[src/rtl/glyph_streamer.sv]
// Glyph FIFO plus row player: buffers 3x3 glyphs and streams each as three
// registered 3-bit rows followed by GAP blank rows, for the letter reader.
module glyph_streamer #(
    parameter int DEPTH = 4,
    parameter int GAP   = 1
) (
    input  logic                     clk,
    input  logic                     restart,
    input  logic                     in_valid,
    input  logic [8:0]               in_glyph,
    output logic                     in_ready,
    output logic [2:0]               bits,
    output logic                     glyph_start,
    output logic                     busy,
    output logic [$clog2(DEPTH):0]   count
);

    localparam int AW = $clog2(DEPTH);
    localparam int CW = AW + 1;
    localparam int GW = $clog2(GAP + 1);

    typedef enum logic [2:0] {
        S_IDLE,
        S_ROW0,
        S_ROW1,
        S_ROW2,
        S_SEP
    } state_t;

    // FIFO storage and bookkeeping
    logic [8:0]    r_mem [DEPTH];
    logic [AW-1:0] r_wr_ptr;
    logic [AW-1:0] r_rd_ptr;
    logic [CW-1:0] r_count;

    // Player state and registered outputs
    state_t        r_state;
    logic [8:0]    r_glyph;
    logic [GW-1:0] r_gap;
    logic [2:0]    r_bits;
    logic          r_start;

    state_t        w_state_nxt;
    logic [8:0]    w_glyph_nxt;
    logic [GW-1:0] w_gap_nxt;
    logic [2:0]    w_bits_nxt;
    logic          w_pop;
    logic          w_push;
    logic          w_empty;
    logic [8:0]    w_head;

    assign in_ready    = (r_count != CW'(DEPTH));
    assign w_push      = in_valid && in_ready;
    assign w_empty     = (r_count == '0);
    assign w_head      = r_mem[r_rd_ptr];
    assign busy        = !w_empty || (r_state != S_IDLE);
    assign count       = r_count;
    assign bits        = r_bits;
    assign glyph_start = r_start;

    // NOTE: the glyph array carries no reset; the pointers and count alone
    // decide which entries are live, so stale contents are never read.
    always_ff @(posedge clk) begin
        if (w_push) begin
            r_mem[r_wr_ptr] <= in_glyph;
        end
    end

    // NOTE: sequential state uses non-blocking assignments only, so every
    // register samples the pre-edge values regardless of statement order.
    always_ff @(posedge clk or posedge restart) begin
        if (restart) begin
            r_wr_ptr <= '0;
            r_rd_ptr <= '0;
            r_count  <= '0;
        end else begin
            if (w_push) begin
                r_wr_ptr <= r_wr_ptr + AW'(1);
            end
            if (w_pop) begin
                r_rd_ptr <= r_rd_ptr + AW'(1);
            end
            case ({w_push, w_pop})
                2'b10:   r_count <= r_count + CW'(1);
                2'b01:   r_count <= r_count - CW'(1);
                default: r_count <= r_count;
            endcase
        end
    end

    always_ff @(posedge clk or posedge restart) begin
        if (restart) begin
            r_state <= S_IDLE;
            r_glyph <= '0;
            r_gap   <= '0;
            r_bits  <= 3'b000;
            r_start <= 1'b0;
        end else begin
            r_state <= w_state_nxt;
            r_glyph <= w_glyph_nxt;
            r_gap   <= w_gap_nxt;
            r_bits  <= w_bits_nxt;
            r_start <= (w_state_nxt == S_ROW0);
        end
    end

    // NOTE: every signal gets a default before the case so no path can leave
    // one unassigned and infer a latch; bits defaults to the blank row.
    always_comb begin
        w_state_nxt = r_state;
        w_glyph_nxt = r_glyph;
        w_gap_nxt   = r_gap;
        w_bits_nxt  = 3'b000;
        w_pop       = 1'b0;
        case (r_state)
            S_IDLE: begin
                if (!w_empty) begin
                    w_pop       = 1'b1;
                    w_glyph_nxt = w_head;
                    w_bits_nxt  = w_head[8:6];
                    w_state_nxt = S_ROW0;
                end
            end
            S_ROW0: begin
                w_bits_nxt  = r_glyph[5:3];
                w_state_nxt = S_ROW1;
            end
            S_ROW1: begin
                w_bits_nxt  = r_glyph[2:0];
                w_state_nxt = S_ROW2;
            end
            S_ROW2: begin
                w_gap_nxt   = GW'(1);
                w_state_nxt = S_SEP;
            end
            S_SEP: begin
                if (r_gap < GW'(GAP)) begin
                    w_gap_nxt = r_gap + GW'(1);
                end else if (!w_empty) begin
                    // Last blank row: the next glyph follows without an idle row
                    w_pop       = 1'b1;
                    w_glyph_nxt = w_head;
                    w_bits_nxt  = w_head[8:6];
                    w_state_nxt = S_ROW0;
                end else begin
                    w_state_nxt = S_IDLE;
                end
            end
            default: begin
                w_state_nxt = S_IDLE;
            end
        endcase
    end

endmodule

[config.mk]
export PLATFORM = sky130hd
export DESIGN_NAME = glyph_streamer
export DESIGN_NICKNAME = d
export VERILOG_FILES = /design/src/rtl/glyph_streamer.sv
export SDC_FILE = /design/constraint.sdc
export NUM_CORES = 1
export LEC_CHECK = 0
export ABC_AREA = 1
export BUFFER_PORTS_ARGS = -buffer_cell sky130_fd_sc_hd__buf_2
export CORE_MARGIN = 2
export CORE_UTILIZATION = 40
export DETAILED_ROUTE_END_ITERATION = 6
export SLEW_MARGIN = 20
export SYNTH_ARGS = -nofsm -noshare
export SYNTH_HDL_FRONTEND = slang
export SYNTH_SLANG_ARGS = --single-unit
[constraint.sdc]
create_clock -name clk -period 2.2 [get_ports clk]
set_input_delay 0.33 -clock clk [delete_from_list [all_inputs] [get_ports clk]]
set_output_delay 0.33 -clock clk [all_outputs]
set_load 0.01 [all_outputs]
Yosys cells after proc, flatten, opt, wreduce, memory -nomap -nowiden
Memory sizes are Yosys's and may differ from the RTL's.
Index checks and enable logic that the tools add are counted.
- register bits after elaboration: 24
- memories kept: 1
- RAM bits: 36
- add/subtract/negate cells: 5
- magnitude comparators: 1
- reduce and logical (&&, ||, !) cells: 11
- muxes and demuxes: 18
- equal/unequal tests: 10
- memories (name ; words ; width ; rd ports ; clocked after Yosys merged registers in ; wr ports ; line ; text):
    r_mem ; 4 ; 9 ; 1 ; 0 ; 1 ; 31 ; logic [8:0] r_mem [DEPTH];
- operators by type and width (operator ; number):
    9-bit two-way mux ; 2
    9-bit one-hot mux with 2 select lines ; 1
    3-bit one-hot mux with 5 select lines ; 1
    3-bit two-way mux ; 4
    3-bit one-hot mux with 4 select lines ; 1
    3-bit by 1-bit == test with 1-bit output, second input constant ; 2
    3-bit by 2-bit == test with 1-bit output, second input constant ; 2
    3-bit zero test ; 2
    1-bit two-way mux ; 6
    3-bit one-hot mux with 2 select lines ; 1
    2-bit nonzero test ; 3
    2-bit by 1-bit adder with 2-bit output, second input constant ; 2
    2-bit inequality test, second input constant ; 2
    1-bit one-hot mux with 2 select lines ; 2
    2-bit AND reduction ; 2
    3-bit by 1-bit adder with 3-bit output, second input constant ; 1
    3-bit == test, second input constant ; 1
    3-bit inequality test, second input constant ; 1
    3-bit nonzero test ; 1
    3-bit by 1-bit subtractor with 3-bit output, second input constant ; 1
    2-bit by 1-bit == test with 1-bit output, second input constant ; 1
    2-bit == test, second input constant ; 1
    1-bit adder, second input constant ; 1
    1-bit logical AND ; 1
    3 further kinds ; 3

Depth between registers and ports, before layout
Gate-level depths: netlist of the first run.
- word-level depth: 6
- gate-level depth with buffers: 12
- mapped depth without buffers: 11

Least setup slack after synthesis of the first run
OpenSTA, ideal clock, no wires.
- path kind: register to register
- start: register r_count[1] (netlist: count[1])
- end: register r_count[2] (netlist: count[2])
- stages on the path, launching flop included: 10
- setup time: 0.123 ns
- path buffers: 0
- setup slack: 0.328 ns
- data arrival time: 1.749 ns
- cell sequence: dfrtp_1 inv_1 nand3_1 nand2_2 ha_1 inv_1 fa_1 nand2_1 nand3_1 xor2_1
- elaborated cells between the ends (all ways): 12
- RTL lines (element ; line ; text):
    start: declaration ; 34 ; logic [CW-1:0] r_count;
    start signal: assignment ; 84 ; 2'b10: r_count <= r_count + CW'(1);
    start signal: assignment ; 85 ; 2'b01: r_count <= r_count - CW'(1);
    start signal: assignment ; 86 ; default: r_count <= r_count;
    3-bit inequality test * ; 52 ; assign in_ready = (r_count != CW'(DEPTH));
    named net in_ready ; 11 ; output logic in_ready,
    1-bit logical AND * ; 53 ; assign w_push = in_valid && in_ready;
    2-bit by 1-bit == test with 1-bit output or 2-bit == test (tied branches) ; 83 ; case ({w_push, w_pop})
    3-bit one-hot mux with 2 select lines or 2-bit nonzero test (tied branches) ; n/a ;
Mark *: on every way through the listed nets, which the timed path passes. The rest lies on a longest branch.
A chain may end at the register's enable or synchronous reset.

Worst setup path after layout of the first run
- start: register r_count[1] (netlist: count[1])
- end: register r_count[2] (netlist: count[2])
- word-level cells in the longest chain between the ends: 6
- elaborated cells between the ends (all ways): 12
- RTL lines (element ; line ; text):
    3-bit zero test ; 54 ; assign w_empty = (r_count == '0);
    1-bit two-way mux ; 117, 139 ;
    1-bit two-way mux ; 137 ; if (r_gap < GW'(GAP)) begin
    1-bit one-hot mux with 2 select lines ; 115 ; case (r_state)
    2-bit by 1-bit == test with 1-bit output or 2-bit == test (tied branches) ; 83 ;
    3-bit one-hot mux with 2 select lines or 2-bit nonzero test (tied branches) ; n/a ;
Several ways; a longest one is shown, not always the timed one.

==> results of run 1 <==
==> power groups by stage <==
stage / clock network, W / logic, W / registers (W)
4_1_cts: 0.000840 / 0.00148 / 0.00167
5_1_grt: 0.000887 / 0.00169 / 0.00170
2_1_floorplan: 0 / 0.00111 / 0.00165
6_report: 0.000819 / 0.00145 / 0.00166
3_5_place_dp: 0 / 0.00147 / 0.00169
3_3_place_gp: 0 / 0.00144 / 0.00168
==> registers in the layout, indices dropped and copies added, names as in the netlist <==
| register | count |
|---|---|
| bits | 3 |
| count | 3 |
| glyph_start | 1 |
| r_gap | 1 |
| r_glyph | 6 |
| r_mem | 36 |
| r_rd_ptr | 2 |
| r_state | 3 |
| r_wr_ptr | 2 |
==> Yosys cell counts <==
library cell	n
nor2_2	1
nand2_2	2
dfrtp_1	21
buf_2	3
fa_1	1
edfxtp_1	36
nor2_4	1
inv_1	52
or2_2	1
o21ai_0	1
o21ai_1	1
nand3_2	1
xor2_1	3
nor2_1	9
clkinv_1	1
nand3_1	25
buf_6	1
buf_4	1
nand2_1	99
inv_2	3
ha_1	5
xnor2_1	1
==> stage by stage <==
| stage | utilization, % | cells | area [sq um] |
|---|---|---|---|
| after floorplan | - | 269 | 2550 |
| after global placement | 44.0 | 367 | 2760 |
| after detailed placement | 44.0 | 367 | 2760 |
| after CTS | 46.6 | 383 | 2920 |
| after global routing | 46.6 | 383 | 2920 |
| final | 46.6 | 383 | 2920 |
==> final cells by class <==
type                    count  share of cell area (%)
repair buffers             26                    4.97
inverters                  56                    7.19
well taps                  77                    3.30
multi-input cells         151                    24.1
clock inverters             1                   0.128
flip-flops and latches     57                    55.0
clock buffers              15                    5.35
==> routing by layer <==
layer	track usage [%]	vias up
met4	7.92	0
li1	-	887
met3	5.04	7
met5	0	-
met1	17.5	800
met2	22.9	22
==> path summary, 6_finish.rpt <==
check                                  startpoint                endpoint  slack [ns]
min in group clk                      in_glyph[3]   r_mem[2][3]$_DFFE_PP_        0.21
hold reg to reg            r_glyph[0]$_DFFE_PP0P_  r_glyph[0]$_DFFE_PP0P_        0.48
max in group asynchronous                 restart   glyph_start$_DFF_PP0_        1.55
setup / recovery             count[1]$_DFFE_PP0P_    count[2]$_DFFE_PP0P_        0.34
hold / removal                            restart    count[2]$_DFFE_PP0P_        0.14
setup reg to reg             count[1]$_DFFE_PP0P_    count[2]$_DFFE_PP0P_        0.34
==> logic make-up after synthesis <==
kind of cell,Yosys count
simple gates,139
buf+inv,61
flops,57
fa+ha+maj,6
xor+xnor,4
compound gates,2
==> impl_results.md, run 1 <==
- Run status: finished, final reports clean
- Io pins: 21
- Hold Vio Cnt, Final: 0
- Final WL: 4.56 mm
- Crit path max-delay family: adder cells
- Pwr dens: 1350 nW/um^2
- Die W: 83.9 um
- Largest net degree at the start of global routing: 22
- Drt pass-1 iters: 5
- Met3 wire length: 137 um
- Syn avg cell area: 9.50 sq um
- Total setup buffers inserted after CTS: 0
- Worst endpoint data arrival time: 2.08 ns
- CP Max Fanout: 7
- Design Power: 0.00393 W
- Tot GR Track Use: 14.6%
- Area leader, netlist: edfxtp_1
- Post-Synth XOR/XNOR Area: 1.37%
- WL per Instance: 11.9 um
- Syn Inst Count: 269
- Min Tclk post-route: 1.86 ns
- Register area: 1610 sq um
- WP buf/inv: 2
- Buffers on Ports: 20
- Crit-path max cell delay: 0.39 ns
- Kind of critical path: flip-flop to flip-flop
- Routability Congestion: 0.821
- Worst Hold Class: input port to asynchronous set/reset pin
- YS warnings: 0
- Detail Route Antenna Nets: 0
- WP data required: 2.42 ns
- Mapped Nets: 287
- Sequential share of power: 42.3%
- Final TNS setup: 0 ns
- Complex-gate fraction of the synthesized area: 0.392%
- Post-synthesis mux area share: 0%
- Nets: 319
- Inserted Clock Buffers: 9
- Slowest-stage cell, CP: dfrtp_1
- First-pass GRT wire length: 7.62 mm
- DRT iter0 DRCs: 99
- Crit. End Element: flip-flop
- DRT met1 WL: 2.19 mm
- Actual slew at the worst max-slew pin: 0.803 ns
- Final Slew Violations: 0
- Max Fclk: 538 MHz
- Netlist cell types: 22
- Final period util: 84.6%
- Cell Chain, Critical Path: inv_1 > nand3_1 > nand2_2 > ha_1 > inv_1 > fa_1 > nand2_1 > nand3_1 > xor2_1
- Layout cell share with drive strength beyond 1: 14.7%
- FP Rows: 29
- Ant diodes: 0
- CTS-repair resized insts: 0
- FF-to-FF path depth: 9
- # setup viols final: 0
- FF+latch count, synth: 57
- Die height: 83.9 um
- Yosys top cell area share: 42.3%
- Power share of the clock group: 20.8%
- Multi-input logic area: 704 sq um
- Max-Slew Margin vs Limit: 46.4%
- Post-route DRC: 0
- Maximum vdd drop: 0.000615 V
- Area Growth Syn to Fin: 14.4%
- Post-Syn Area: 2550 sq um
- Vias/cell: 4.48
- Met2 WL: 2.15 mm
- Root Buffer: clkbuf_8
- Core Box Area: 6280 sq um
- Worst skew pair latency: 0.33 ns
- Net Sw Frac: 38.0%
- Max Clock Skew: 0.00794 ns
- Most frequent cells in the layout: nand2_1, inv_1, edfxtp_1, nand3_1, dfrtp_1
- CTS Sinks: 57
- Fillers: 607
- Net load switching power: 0.00149 W
- Place WS: 0.358 ns
- Seq/Total Area, Yosys: 62.9%
- Setup slack after layout: 0.340 ns
- Max Root-Sink Buffers: 2
- Simple-gate share of the synthesized area: 22.6%
- Synth top area cells: edfxtp_1, dfrtp_1, nand2_1
- Vias in the first global route: 1644
- Congestion Overflow GR: 0
- CTS clk-pin slew, worst paths: 0.06 ns
- MaxCap Viol Count: 0
- Adder-cell share of the synthesized area: 3.23%
- P_leak: 1.46 nW
- Gate power share: 36.9%
- Initial cell density of the core: 40.7%
- Via Count: 1716
- Leading cell type in the layout, fill and taps excluded: nand2_1
- CTS Hold Bufs: 0
- DPL Wire Length: 3.05 mm
- Die ar.: 7040 sq um
- Largest family of logic cells by synthesized area: simple AND/OR/NAND/NOR gates
- CTS tree: yes
- Startpoint class of the critical path: flip-flop
- Power Internal: 0.00244 W
- RSZ-0062 raised after global routing: no
- Stages on worst setup path: 9
- Max layer used: met4
- Initial antenna violation count: 0
- H-tree Lvls: 3
- Worst hold margin: 0.139 ns
No activity file was read; power rests on OpenSTA's default activity.
==> inputs of run 2 (changes only) <==
Clock period 2.2 ns to 1.7 ns, I/O delays scaled along.
==> run 2 against run 1 <==
  * The run now ends with setup timing left
  * Die area did not move
  * First-iteration DRC count fell by 10%
  * Combinational power rose by 50%
  * Non-clock buffer count rose by 9
  * Largest cell class unchanged
  * Maximum frequency rose by 8.7%
  * Flip-flop and latch count did not move
  * Via count rose by 1.3%
==> impl_results.md, run 2 (same netlist as run 1, synthesis figures left out) <==
- Run status: finished, violations left
- Violations in the final reports: setup timing
- Worst skew pair latency: 0.33 ns (about the same)
- H-tree Lvls: 3 (unchanged)
- Root Buffer: clkbuf_8
- Setup slack after layout: -0.0109 ns (-0.351 ns)
- Cells on Worst Hold Path: 1
- Net Sw Frac: 38.2% (+0.24 points)
- CP Max Fanout: 2 (-5)
- Tot GR Track Use: 14.8% (+0.21 points)
- Die ar.: 7040 sq um (unchanged)
- Actual slew at the worst max-slew pin: 0.342 ns (-0.460 ns)
- Max Fclk: 584 MHz (+8.7%)
- Inserted Clock Buffers: 9 (unchanged)
- RSZ-0062 raised after global routing: yes
- Gate power share: 40.7% (+3.8 points)
- Nets: 328 (+2.8%)
- RR Endpoint: count[2]$_DFFE_PP0P_
- Hold EP: r_mem[0][4]$_DFFE_PP_
- P_leak: 1.51 nW (+3.4%)
- FP Rows: 29 (unchanged)
- Power share of the clock group: 19.9% (-0.9 points)
- Detail Route Antenna Nets: 0 (unchanged)
- Final WL: 4.60 mm (+0.88%)
- Pwr dens: 1760 nW/um^2 (+31%)
- Crit-path max cell delay: 0.39 ns (about the same)
- Sequential share of power: 39.5% (-2.8 points)
- Worst endpoint data arrival time: 1.93 ns (-0.15 ns)
- WP buf/inv: 1 (-1)
- Vias/cell: 4.43 (-1.0%)
- Area Growth Syn to Fin: 18.4%
- Routability Congestion: 0.701 (-15%)
- First-pass GRT wire length: 7.88 mm (+3.3%)
- RR Startpoint: r_state[0]$_DFF_PP0_
- DPL Wire Length: 2.98 mm (-2.2%)
- Ant diodes: 0 (unchanged)
- Io pins: 21 (unchanged)
- DRT iter0 DRCs: 89 (-10%)
- Congestion Overflow GR: 0 (unchanged)
- Power Internal: 0.00329 W (+35%)
- Core Box Area: 6280 sq um (unchanged)
- CTS clk-pin slew, worst paths: 0.07 ns (about the same)
- Startpoint class of the critical path: flip-flop
- Top reg by flops: r_mem
- Max Clock Skew: 0.00796 ns (+0.0000171 ns)
- Placement Cell Area: 2830 sq um (+2.4%)
- Worst Hold Class: input port to flip-flop
- WP data required: 1.92 ns (-0.50 ns)
- Initial cell density of the core: 40.7% (unchanged)
- Die W: 83.9 um (unchanged)
- Buffers on Ports: 20 (unchanged)
- Hold Vio Cnt, Final: 0 (unchanged)
- Max-Slew Margin vs Limit: 77.1% (+31 points)
- Most frequent cells in the layout: nand2_1, inv_1, edfxtp_1, nand3_1, dfrtp_1
- CTS tree: yes
- Leading cell type in the layout, fill and taps excluded: nand2_1
- Min Tclk post-route: 1.71 ns (-0.149 ns)
- Cell Chain, Critical Path: nor2_2 > nand2_2 > nor2_4 > ha_4 > inv_2 > fa_2 > nand2_1 > nand3_2 > xor2_1
- WL per Instance: 11.7 um (-1.4%)
- Initial antenna violation count: 0 (unchanged)
- Layout Cell Area excl Fill: 3020 sq um (+3.5%)
- Largest net degree at the start of global routing: 22 (unchanged)
- Die height: 83.9 um (unchanged)
- Crit path max-delay family: simple AND/OR/NAND/NOR gates
- CTS Sinks: 57 (unchanged)
- MaxCap Viol Count: 0 (unchanged)
- Vias in the first global route: 1720 (+4.6%)
- Layout cell share with drive strength beyond 1: 20.6% (+5.9 points)
- Worst reg-to-reg setup slack: -0.01 ns (-0.35 ns)
- Place WS: -0.0317 ns (-0.389 ns)
- Via Count: 1738 (+1.3%)
- FF-to-FF path depth: 9 (unchanged)
- Largest registers: r_mem x36, r_glyph x6
- Drt pass-1 iters: 4 (-1)
- Final Slew Violations: 0 (unchanged)
- Kind of critical path: flip-flop to flip-flop
- Hold Crit Start: in_glyph[4]
- Largest register FFs: 36 (unchanged)
- Net load switching power: 0.00204 W (+36%)
- Maximum vdd drop: 0.000902 V (+47%)
- # setup viols final: 1 (+1)
- Max Root-Sink Buffers: 2 (unchanged)
- Slowest-stage cell, CP: dfrtp_1
- Post-route DRC: 0 (unchanged)
- Final period util: 101% (+16 points)
- Crit. End Element: flip-flop
[run 2: cell count changes in the layout (fill, tap and decap cells not counted), sizes merged]
cell / previous run / this run
buf: 26 / 34
clkbuf: 15 / 11
clkinv: 2 / 6
dlygate4sd3: 0 / 1
[run 2: final cells by class]
cell class | instances | area (sq um)
clock buffer | 11 | 141
clock inverter | 5 | 22.5
fill | 592 | 3250
inverter | 56 | 210
multi-input combinational | 151 | 732
sequential | 57 | 1610
tap | 77 | 96.3
timing repair buffer | 35 | 215
[run 2: how the worst max path moves through the flow]
stage | startpoint | endpoint | slack, ns | cells past startpoint
after floorplan | count[0]$_DFFE_PP0P_ | count[2]$_DFFE_PP0P_ | -0.08 | 11
after global placement | r_state[1]$_DFF_PP0_ | count[2]$_DFFE_PP0P_ | 0.06 | 10
after detailed placement | r_state[0]$_DFF_PP0_ | count[2]$_DFFE_PP0P_ | -0.03 | 10
after CTS | r_state[1]$_DFF_PP0_ | count[2]$_DFFE_PP0P_ | -0.02 | 10
after global routing | r_state[0]$_DFF_PP0_ | count[2]$_DFFE_PP0P_ | -0.10 | 10
final | r_state[0]$_DFF_PP0_ | count[2]$_DFFE_PP0P_ | -0.01 | 9
[run 2: metal layers]
| metal | track usage, % | vias up | routed length [um] |
|---|---|---|---|
| met5 | 0 | - | 0 |
| met4 | 7.92 | 0 | 37 |
| met1 | 18.7 | 806 | 2210 |
| li1 | - | 904 | - |
| met3 | 3.96 | 4 | 137 |
| met2 | 23.1 | 24 | 2220 |
[run 2: power groups by stage]
| stage | sequential, W | clock (W) | combinational, W |
|---|---|---|---|
| after floorplan | 0.00214 | 0 | 0.00148 |
| after global placement | 0.00212 | 0 | 0.00208 |
| after detailed placement | 0.00213 | 0 | 0.00213 |
| after CTS | 0.00210 | 0.00110 | 0.00217 |
| after global routing | 0.00214 | 0.00117 | 0.00249 |
| final | 0.00210 | 0.00106 | 0.00217 |
[run 2: repair_timing]
action | in CTS | in global routing
endpoints found under the setup margin | 1 | 1
pin swaps | 2 | 7
hold buffers | 1 | 0
gates resized for setup | 1 | 2
setup buffers | 1 | 1
endpoints found under the hold margin | 21 | 0
[run 2: stage by stage]
step	utilization, %	hold WS [ns]	setup TNS, ns	total power [W]	instances
6_report	48.2	0.134	-0.0109	0.00533	392
3_3_place_gp	45.0	0.300	0	0.00420	373
5_1_grt	48.2	0.120	-0.112	0.00581	392
2_1_floorplan	-	0.232	-0.117	0.00362	269
4_1_cts	47.9	0.115	-0.0228	0.00537	391
3_5_place_dp	45.0	0.308	-0.0317	0.00426	373
==> inputs of run 3 (changes only) <==
Settings changed: ABC_AREA 1 to default.
==> run 3 against run 2 <==
  * The flow still finishes with violations (setup timing)
  * Clock power rose by 9%
  * Final cell count fell by 35%
  * Highest routed layer unchanged
  * Synthesized cell count fell by 51%
  * Maximum frequency fell by 22%
  * Utilization rose by 4.0 points
  * Global-route usage barely moved
  * Die area fell by 9.0%
  * Flip-flop and latch count did not move
==> impl_results.md, run 3 <==
- Design Power: 0.00542 W (+1.8%)
- Kind of critical path: flip-flop to output port
- # setup viols final: 3 (+2)
- CP Max Fanout: 2 (unchanged)
- Cell mode on critical path: buf_6
- Top_reg_cell synth: edfxtp_1
- Setup slack after layout: -0.483 ns (-0.472 ns)
- Most frequent cells in the layout: edfxtp_1, dfrtp_1, buf_2, buf_4
- Buffers on Ports: 20 (unchanged)
- Fillers: 460 (-22%)
- Mapped Nets: 149 (-48%)
- Max Clock Skew: 0.0116 ns (+0.00364 ns)
- DPL Wire Length: 2.62 mm (-12%)
- WP data required: 1.44 ns (-0.48 ns)
- P_leak: 1.17 nW (-22%)
- Die W: 80.1 um (-4.6%)
- Crit-path max cell delay: 0.41 ns (+0.02 ns)
- Syn Inst Count: 131 (-51%)
- Layout Cell Area excl Fill: 2890 sq um (-4.5%)
- YS warnings: 0 (unchanged)
- Largest family of logic cells by synthesized area: multiplexers
- Post-Syn Area: 2310 sq um (-9.4%)
- Post-synthesis async set-or-reset flop share: 36.8% (unchanged)
- Maximum vdd drop: 0.000868 V (-3.7%)
- Max Root-Sink Buffers: 2 (unchanged)
- Largest register FFs: 36 (unchanged)
- Inserted Clock Buffers: 9 (unchanged)
- Area Growth Syn to Fin: 24.8%
- Io pins: 21 (unchanged)
- Largest net degree at the start of global routing: 22 (unchanged)
- Worst Hold Class: input port to flip-flop
- Post-synthesis mux area share: 13.1% (+13 points)
- Max Fclk: 458 MHz (-22%)
- CTS Sinks: 57 (unchanged)
- Min Tclk post-route: 2.18 ns (+0.472 ns)
- Syn avg cell area: 17.7 sq um (+86%)
- RSZ-0062 raised after global routing: yes
- Simple-gate share of the synthesized area: 5.62% (-17 points)
- Root Buffer: clkbuf_8
- CTS tree: yes
- Netlist cell types: 31 (+41%)
- Hold Vio Cnt, Final: 0 (unchanged)
- Seq/Total Area, Yosys: 69.4% (+6.5 points)
- Post-route DRC: 0 (unchanged)
- Initial antenna violation count: 0 (unchanged)
- Layout cell share with drive strength beyond 1: 44.6% (+24 points)
- Top reg by flops: r_mem
- DRT iter0 DRCs: 72 (-19%)
- Slowest-stage cell, CP: or4_4
- Vias/cell: 4.93 (+11%)
- Most frequent cell after synthesis: edfxtp_1
- Largest registers: r_mem x36, r_glyph x6
- MaxCap Viol Count: 0 (unchanged)
- Initial cell density of the core: 41.8% (+1.1 points)
- Leading cell type in the layout, fill and taps excluded: edfxtp_1
- EDFF count, synth: 36 (unchanged)
- WL per Instance: 15.8 um (+35%)
- Congestion Overflow GR: 0 (unchanged)
- Startpoint class of the critical path: flip-flop
- Actual slew at the worst max-slew pin: 0.288 ns (-0.0542 ns)
- Yosys top cell area share: 46.7% (+4.4 points)
- Violations in the final reports: setup timing
- Via Count: 1262 (-27%)
- Pwr dens: 1880 nW/um^2 (+6.6%)
- Crit. End Element: output port
- Worst skew pair latency: 0.33 ns (about the same)
- Max-Slew Margin vs Limit: 80.7% (+3.6 points)
- FF+latch count, synth: 57 (unchanged)
- First-pass GRT wire length: 6.73 mm (-15%)
- Cell Chain, Critical Path: buf_6 > or3_4 > buf_6 > or4_4 > buf_6
- Final Slew Violations: 0 (unchanged)
- FP Rows: 27 (-6.9%)
- Die height: 80.1 um (-4.6%)
- Routability Congestion: 0.743 (+6.0%)
- Synth top area cells: edfxtp_1, dfrtp_1, mux4_2
- Synth cell count leaders: edfxtp_1, dfrtp_1, inv_1
- Worst endpoint data arrival time: 1.93 ns (about the same)
- Adder-cell share of the synthesized area: 3.57% (+0.34 points)
- Placement Cell Area: 2640 sq um (-6.8%)
- Drt pass-1 iters: 4 (unchanged)
- H-tree Lvls: 3 (unchanged)
- Place WS: -0.304 ns (-0.272 ns)
- Area leader, netlist: edfxtp_1
- Detail Route Antenna Nets: 0 (unchanged)
- CTS clk-pin slew, worst paths: 0.07 ns (about the same)
- Vias in the first global route: 1350 (-22%)
- Run status: finished, violations left
- Ant diodes: 0 (unchanged)
- Complex-gate fraction of the synthesized area: 2.76% (+2.4 points)
- Nets: 197 (-40%)
- Final period util: 128% (+28 points)
- Tot GR Track Use: 14.7% (-0.042 points)
- Final WL: 4.04 mm (-12%)
- Die ar.: 6410 sq um (-9.0%)
- Core Box Area: 5540 sq um (-12%)
- Post-Synth XOR/XNOR Area: 2.27% (+0.90 points)
[run 3: per-layer routing]
| metal | GRT usage [%] | share of wire (%) |
|---|---|---|
| met1 | 19.2 | 45 |
| met4 | 7.12 | 2.0 |
| met2 | 23.1 | 50 |
| met3 | 3.71 | 3.4 |
| met5 | 0 | 0 |
[run 3: what timing repair did]
action | 4_1_cts | 5_1_grt
hold buffers | 1 | 0
pin swaps | 3 | 1
hold endpoints to repair | 21 | 0
gates resized for setup | 4 | 6
setup endpoints to repair | 3 | 8
setup buffers | 2 | 2
[run 3: worst max-delay path, delay by kind of cell, from the launching register on]
family                 cells  cell delay, ns
buffers and inverters      3            0.38
AND/OR/NAND/NOR            2            0.81
flip-flops                 1            0.40
[run 3: final cells by class]
cell class / instances / area (sq um) / area share (%)
Clock inverter: 4 / 43.8 / 1.52
Timing Repair Buffer: 41 / 302 / 10.4
Sequential cell: 57 / 1610 / 55.7
Clock buffer: 12 / 135 / 4.68
Inverter: 12 / 47.5 / 1.65
Tap cell: 72 / 90.1 / 3.12
Multi-Input combinational cell: 58 / 663 / 23.0
[run 3: metrics by stage]
| stage | util, % | setup TNS (ns) | hold slack (ns) | instances |
|---|---|---|---|---|
| 4_1_cts | 51.4 | -1.00 | 0.132 | 254 |
| 2_1_floorplan | - | -0.594 | 0.231 | 131 |
| 6_report | 52.1 | -0.995 | 0.142 | 256 |
| 5_1_grt | 52.1 | -1.21 | 0.146 | 256 |
| 3_3_place_gp | 47.6 | -0.566 | 0.293 | 235 |
| 3_5_place_dp | 47.6 | -0.697 | 0.300 | 235 |
[run 3: cells by family (layout without fill, tap and decap cells)]
group / Yosys count / after routing
muxes: 17 / 17
buffers and inverters: 16 / 69
AOI/OAI and AO/OA: 9 / 9
DFF: 57 / 57
adders and majority gates: 6 / 6
xor gates and xnor gates: 6 / 6
and+or+nand+nor: 20 / 20
[run 3: report_power, final]
part / total, W / switching [W] / internal, W
clock: 0.00116 / 0.000487 / 0.000668
combinational: 0.00217 / 0.000991 / 0.00118
sequential: 0.00210 / 0.000166 / 0.00193
total: 0.00542 / 0.00164 / 0.00378
[run 3: final timing paths]
check	cells past startpoint	endpoint	from	slack, ns
worst max-delay path	5	busy	count[2]$_DFFE_PP0P_	-0.48
worst min-delay path	1	r_mem[3][0]$_DFFE_PP_	in_glyph[0]	0.14
worst max register to register	9	count[2]$_DFFE_PP0P_	count[0]$_DFFE_PP0P_	-0.29
worst min register to register	1	r_gap$_DFFE_PP0P_	r_gap$_DFFE_PP0P_	0.50
max in group asynchronous	4	count[0]$_DFFE_PP0P_	restart	0.96
min in group asynchronous	4	count[2]$_DFFE_PP0P_	restart	0.50
